`src/rtl/div_pkg.sv`:
```
// div_pkg: shared types and constants for the sequential restoring divider.
//   state_t   - FSM encoding (IDLE / RUN / DONE), 2 bits
//   ALL_ONES  - wide all-ones vector, sliced to DEND_W for the divide-by-zero quotient
package div_pkg;

    typedef enum logic [1:0] {
        IDLE = 2'd0,
        RUN  = 2'd1,
        DONE = 2'd2
    } state_t;

    localparam int MAX_W = 64;
    localparam logic [MAX_W-1:0] ALL_ONES = {MAX_W{1'b1}};

endpackage

```
`src/rtl/div_step.sv`:
```
// div_step: one combinational restoring-division step.
// Ports:
//   partial_rem [SOR_W-1:0] in  - current partial remainder (always < sor)
//   dend_bit                in  - next dividend bit, MSB first
//   sor         [SOR_W-1:0] in  - divisor
//   quo_bit                 out - resulting quotient bit
//   next_rem    [SOR_W-1:0] out - partial remainder after this step
module div_step
    import div_pkg::*;
#(
    parameter int SOR_W = 4
) (
    input  logic [SOR_W-1:0] partial_rem,
    input  logic             dend_bit,
    input  logic [SOR_W-1:0] sor,
    output logic             quo_bit,
    output logic [SOR_W-1:0] next_rem
);

    logic [SOR_W:0] trial_s;
    logic [SOR_W:0] diff_s;

    assign trial_s = {partial_rem, dend_bit};
    assign diff_s  = trial_s - {1'b0, sor};
    assign quo_bit = (trial_s >= {1'b0, sor});
    // The difference is below sor whenever it is taken, so its top bit is zero.
    assign next_rem = quo_bit ? diff_s[SOR_W-1:0] : trial_s[SOR_W-1:0];

endmodule

```
`src/rtl/div_seq.sv`:
```
// div_seq: multi-cycle unsigned restoring divider, one quotient bit per clock.
// Ports:
//   clk                  in  - rising-edge clock
//   rst                  in  - synchronous active-high reset
//   start                in  - request, accepted only while busy=0
//   dend     [DEND_W-1:0] in  - dividend, sampled on accepted start
//   sor      [SOR_W-1:0]  in  - divisor, sampled on accepted start
//   busy                 out - iterations in progress
//   done                 out - one-cycle pulse, results valid
//   quo      [DEND_W-1:0] out - quotient, held until the next result
//   rem      [SOR_W-1:0]  out - remainder, held until the next result
//   div_zero             out - divisor was zero, held with results
module div_seq
    import div_pkg::*;
#(
    parameter int DEND_W = 14,
    parameter int SOR_W  = 4
) (
    input  logic              clk,
    input  logic              rst,
    input  logic              start,
    input  logic [DEND_W-1:0] dend,
    input  logic [SOR_W-1:0]  sor,
    output logic              busy,
    output logic              done,
    output logic [DEND_W-1:0] quo,
    output logic [SOR_W-1:0]  rem,
    output logic              div_zero
);

    localparam int CNT_W = $clog2(DEND_W + 1);
    localparam logic [DEND_W-1:0] QUO_DZ = ALL_ONES[DEND_W-1:0];
    localparam logic [CNT_W-1:0]  CNT_LOAD = CNT_W'(DEND_W - 1);

    state_t             state_r;
    state_t             state_s;
    logic [CNT_W-1:0]   cnt_r;
    logic [DEND_W-1:0]  shreg_r;
    logic [SOR_W-1:0]   prem_r;
    logic [SOR_W-1:0]   sor_r;
    logic               fin_r;
    logic               busy_r;
    logic               done_r;
    logic [DEND_W-1:0]  quo_r;
    logic [SOR_W-1:0]   rem_r;
    logic               dz_r;
    logic               accept_s;
    logic               qbit_s;
    logic [SOR_W-1:0]   next_rem_s;

    // Start is only honoured when no division is in flight.
    assign accept_s = start && (state_r != RUN);

    div_step #(.SOR_W(SOR_W)) u_step (
        .partial_rem (prem_r),
        .dend_bit    (shreg_r[DEND_W-1]),
        .sor         (sor_r),
        .quo_bit     (qbit_s),
        .next_rem    (next_rem_s)
    );

    // Next-state logic.
    always_comb begin
        state_s = state_r;
        case (state_r)
            IDLE, DONE: begin
                if (accept_s) begin
                    state_s = (sor == {SOR_W{1'b0}}) ? DONE : RUN;
                end else begin
                    state_s = IDLE;
                end
            end
            RUN: begin
                // fin_r marks that all DEND_W steps are done; this cycle commits results.
                if (fin_r) begin
                    state_s = DONE;
                end else begin
                    state_s = RUN;
                end
            end
            default: state_s = IDLE;
        endcase
    end

    // State register plus registered busy/done derived from the next state.
    always_ff @(posedge clk) begin
        if (rst) begin
            state_r <= IDLE;
            busy_r  <= 1'b0;
            done_r  <= 1'b0;
        end else begin
            state_r <= state_s;
            busy_r  <= (state_s == RUN);
            done_r  <= (state_s == DONE);
        end
    end

    // Datapath: operand load, per-cycle restoring step, result registers.
    always_ff @(posedge clk) begin
        if (rst) begin
            cnt_r   <= {CNT_W{1'b0}};
            shreg_r <= {DEND_W{1'b0}};
            prem_r  <= {SOR_W{1'b0}};
            sor_r   <= {SOR_W{1'b0}};
            fin_r   <= 1'b0;
            quo_r   <= {DEND_W{1'b0}};
            rem_r   <= {SOR_W{1'b0}};
            dz_r    <= 1'b0;
        end else if (accept_s) begin
            shreg_r <= dend;
            sor_r   <= sor;
            prem_r  <= {SOR_W{1'b0}};
            cnt_r   <= CNT_LOAD;
            fin_r   <= 1'b0;
            if (sor == {SOR_W{1'b0}}) begin
                // Zero divisor skips iteration; results land on the edge raising done.
                quo_r <= QUO_DZ;
                rem_r <= dend[SOR_W-1:0];
                dz_r  <= 1'b1;
            end else begin
                dz_r  <= 1'b0;
            end
        end else if (state_r == RUN) begin
            if (fin_r) begin
                quo_r <= shreg_r;
                rem_r <= prem_r;
            end else begin
                // Dividend bits leave the MSB while quotient bits enter the LSB.
                shreg_r <= {shreg_r[DEND_W-2:0], qbit_s};
                prem_r  <= next_rem_s;
                if (cnt_r == {CNT_W{1'b0}}) begin
                    fin_r <= 1'b1;
                end else begin
                    cnt_r <= cnt_r - {{(CNT_W-1){1'b0}}, 1'b1};
                end
            end
        end else begin
            fin_r <= fin_r;
        end
    end

    assign busy     = busy_r;
    assign done     = done_r;
    assign quo      = quo_r;
    assign rem      = rem_r;
    assign div_zero = dz_r;

endmodule

```
`config.mk`:
```
export PLATFORM = sky130hd
export DESIGN_NAME = div_seq
export DESIGN_NICKNAME = d
export VERILOG_FILES = /design/src/rtl/div_pkg.sv /design/src/rtl/div_step.sv /design/src/rtl/div_seq.sv
export SDC_FILE = /design/constraint.sdc
export NUM_CORES = 1
export LEC_CHECK = 0
export CORE_UTILIZATION = 25
export CTS_BUF_LIST = sky130_fd_sc_hd__clkbuf_4 sky130_fd_sc_hd__clkbuf_8 sky130_fd_sc_hd__clkbuf_16
export DETAILED_ROUTE_END_ITERATION = 16
export HOLD_SLACK_MARGIN = 0.1
export PLACE_DENSITY_LB_ADDON = 0.25
export SYNTH_ARGS = -nofsm -noshare
export SYNTH_HDL_FRONTEND = slang
export SYNTH_SLANG_ARGS = --single-unit
```
`constraint.sdc`:
```
create_clock -name clk -period 2.3 [get_ports clk]
set_input_delay 0.23 -clock clk [delete_from_list [all_inputs] [get_ports clk]]
set_output_delay 0.23 -clock clk [all_outputs]
set_load 0.02 [all_outputs]
```
==> reports/results.txt <==
DR pass1 iterations: 4
Yosys cell types: 36
FF/Latch Area: 1000 um2
CTS tree: yes
multi-input logic area: 1060 um2
Place WS: 0.243 ns
Final Instance Area: 2800 um2
met3 Use GR: 2.74%
antenna viol nets, final: 0
WP data arrival: 2.19 ns
Final Hold Fails: 0
fillers: 881
drt drc: 0
clk root buf: clkbuf_8
number of I/O port buffers: 41
met1 usage: 16.2%
P per Cell Area: 675 nW/um2
Clock Path Buffers: 2
post_cts resized: 0
Placement Cell Area: 2700 um2
DR iter-0 viols: 54
Cell Area, Synth: 2160 um2
I/O pin count: 42
Initial Util: 26.0%
proportion of layout cells with a drive suffix above 1: 6.23%
Routed Wire Length: 5.11 mm
Worst-Margin Slew: 0.516 ns
Achievable Freq: 0.500 GHz
hold crit path type: register to register
layout net count: 332
max-slew violation count: 0
first-pass GRT wire length: 8.79 mm
CTS Buf Count: 5
status: finished, final reports clean
via count: 1892
pin count of the biggest net entering global routing: 45
# rows: 33
CP max stage delay: 0.48 ns
Synth Instances: 266
Worst Skew: 0.0101 ns
crit share post-route: 86.9%
Layout Cells excl Fill: 410
Synthesized Nets: 294
Horiz. Die Dim: 94.9 um
post-synth top area share: 46.4%
crit end category: register
# diodes: 0
Die Ht: 94.9 um
critical path class: register to register
CP required: 2.49 ns
layer carrying the most global-route usage: met2
vias per inst: 4.61
Leakage: 1.00 nW
post-DP HPWL: 3.48 mm
Final WS setup: 0.300 ns
Placer Congestion: 0.781
Core ar.: 8300 um2
Avg Cell Area, Syn: 8.10 um2
RSZ-0062 raised after global routing: false
clock sinks: 50
Slew headroom: 65.6%
peak supply drop: 0.232 mV
Synth area leader: dfxtp_1
wire per inst: 12.5 um
dpl cells: 402
vias in the first global route: 1845
hold slack: 0.461 ns
sequential share of the synthesized area: 46.4%
H-Tree Depth: 2
antenna violations before repair: 0
Clock transition at path regs: 0.10 ns
CP cell instances: inv_1 -> ha_1 -> inv_1 -> fa_1 -> xor2_1 -> or4_1 -> o211ai_1 -> a21oi_1
min Tclk post-route: 2.00 ns
synthesized flop and latch total: 50
CP max-delay cell: or4_1
crit-path most repeated cell: inv_1
setup violators final: 0
Layout area overhead: 29.9%
aggregate global routing overflow: 0
maxcap violations: 0
CTS Hold Bufs: 0
Synth Warn #: 0
Setup Buffers After CTS: 0
worst-path fanout max: 3
latest clock arrival within the worst-skew pair: 0.31 ns
met2 global-route usage: 20.2%
DIE AREA: 9000 um2
crit start category: register
Total Neg Setup Slack: 0 ns
ranking of synthesized cells by area: dfxtp_1, nor2_1, nand2_1
GRT Overall Usage: 12.6%
power by group:
group	internal [W]	switching, W	total (W)	leakage (nW)
Clock	0.000248	0.000310	0.000558	0.0478
Sequential	0.000924	0.0000415	0.000965	0.409
Combinational	0.000167	0.000200	0.000367	0.544
Total	0.00134	0.000552	0.00189	1.00
worst paths after layout:
check,from,slack (ns),cells after the start,end
worst min-delay path,sor_r[2],0.46,2,sor_r[2]
worst max register to register,shreg_r[13],0.30,8,prem_r[2]
worst max-delay path,shreg_r[13],0.30,8,prem_r[2]
worst min register to register,sor_r[2],0.46,2,sor_r[2]
layout make-up:
class / count / area share, %
Multi-Input combinational cell: 193 / 37.9
Sequential cell: 50 / 35.7
Timing Repair Buffer: 47 / 17.2
Tap cell: 105 / 4.69
Clock buffer: 6 / 2.95
Inverter: 7 / 0.938
Clock inverter: 2 / 0.581
sequential cells by signal (all words and copies together), names as in the netlist:
name,flops
state_r,2
done,1
fin_r,1
busy,1
div_zero,1
cnt_r,4
quo,14
shreg_r,14
prem_r,4
sor_r,4
rem,4
synthesized netlist by cell type:
library cell	instances
dfxtp_1	50
nor2_1	48
nand2_1	47
nor3_1	19
a21oi_1	18
a311oi_1	13
clkbuf_1	12
inv_1	7
ha_1	6
nand2b_1	4
nand3_1	4
nor4_1	4
mux2i_1	3
or4_1	3
a31oi_1	2
buf_2	2
nor2b_1	2
o21ai_0	2
o22ai_1	2
xor2_1	2
a211oi_1	1
a21o_1	1
a21oi_2	1
a22oi_1	1
and2_1	1
buf_1	1
buf_4	1
fa_1	1
mux2_4	1
nor3_2	1
nor3b_1	1
o211ai_1	1
o21ai_2	1
o21bai_1	1
o31ai_4	1
xnor2_1	1
metal layers:
| metal | routed length (um) | up-vias |
|---|---|---|
| li1 | - | 990 |
| met1 | 2590 | 856 |
| met2 | 2240 | 37 |
| met3 | 199 | 9 |
| met4 | 76 | 0 |
| met5 | 0 | - |
cells in the final DEF, fill, tap and decap left out, drive strengths merged, types with 2 or more instances in the layout:
cell type	instances
or4	3
xor2	2
nor2	48
ha	6
mux2i	3
o22ai	2
clkbuf	6
clkdlybuf4s50	41
a31oi	2
nor4	4
nand2	47
a311oi	13
nor3	20
a21oi	19
buf	6
nand2b	4
nor2b	2
dfxtp	50
o21ai	3
inv	8
nand3	4
worst max-delay path, delay by kind of cell, from the launching register on:
kind,cells,cell delay (ns)
XOR/XNOR,1,0.17
adder cells (fa/ha/maj),2,0.56
AND/OR/NAND/NOR,1,0.48
flip-flops,1,0.34
AO/OA/AOI/OAI,2,0.19
buffers and inverters,2,0.13
stage by stage:
step	total power (W)	utilization, %
after global placement	0.00135	32.5
final	0.00189	33.7
after detailed placement	0.00136	32.5
after global routing	0.00200	33.7
after CTS	0.00191	33.7
after floorplan	0.00122	-
logic make-up after synthesis:
| logic type | share of synthesized area (%) |
|---|---|
| buf+inv | 4.29 |
| xor+xnor | 1.22 |
| fa+ha+maj | 4.41 |
| flops | 46.4 |
| mux | 2.09 |
| simple gates | 26.9 |
| compound gates | 14.6 |
No activity file was read; power rests on OpenSTA's default activity.
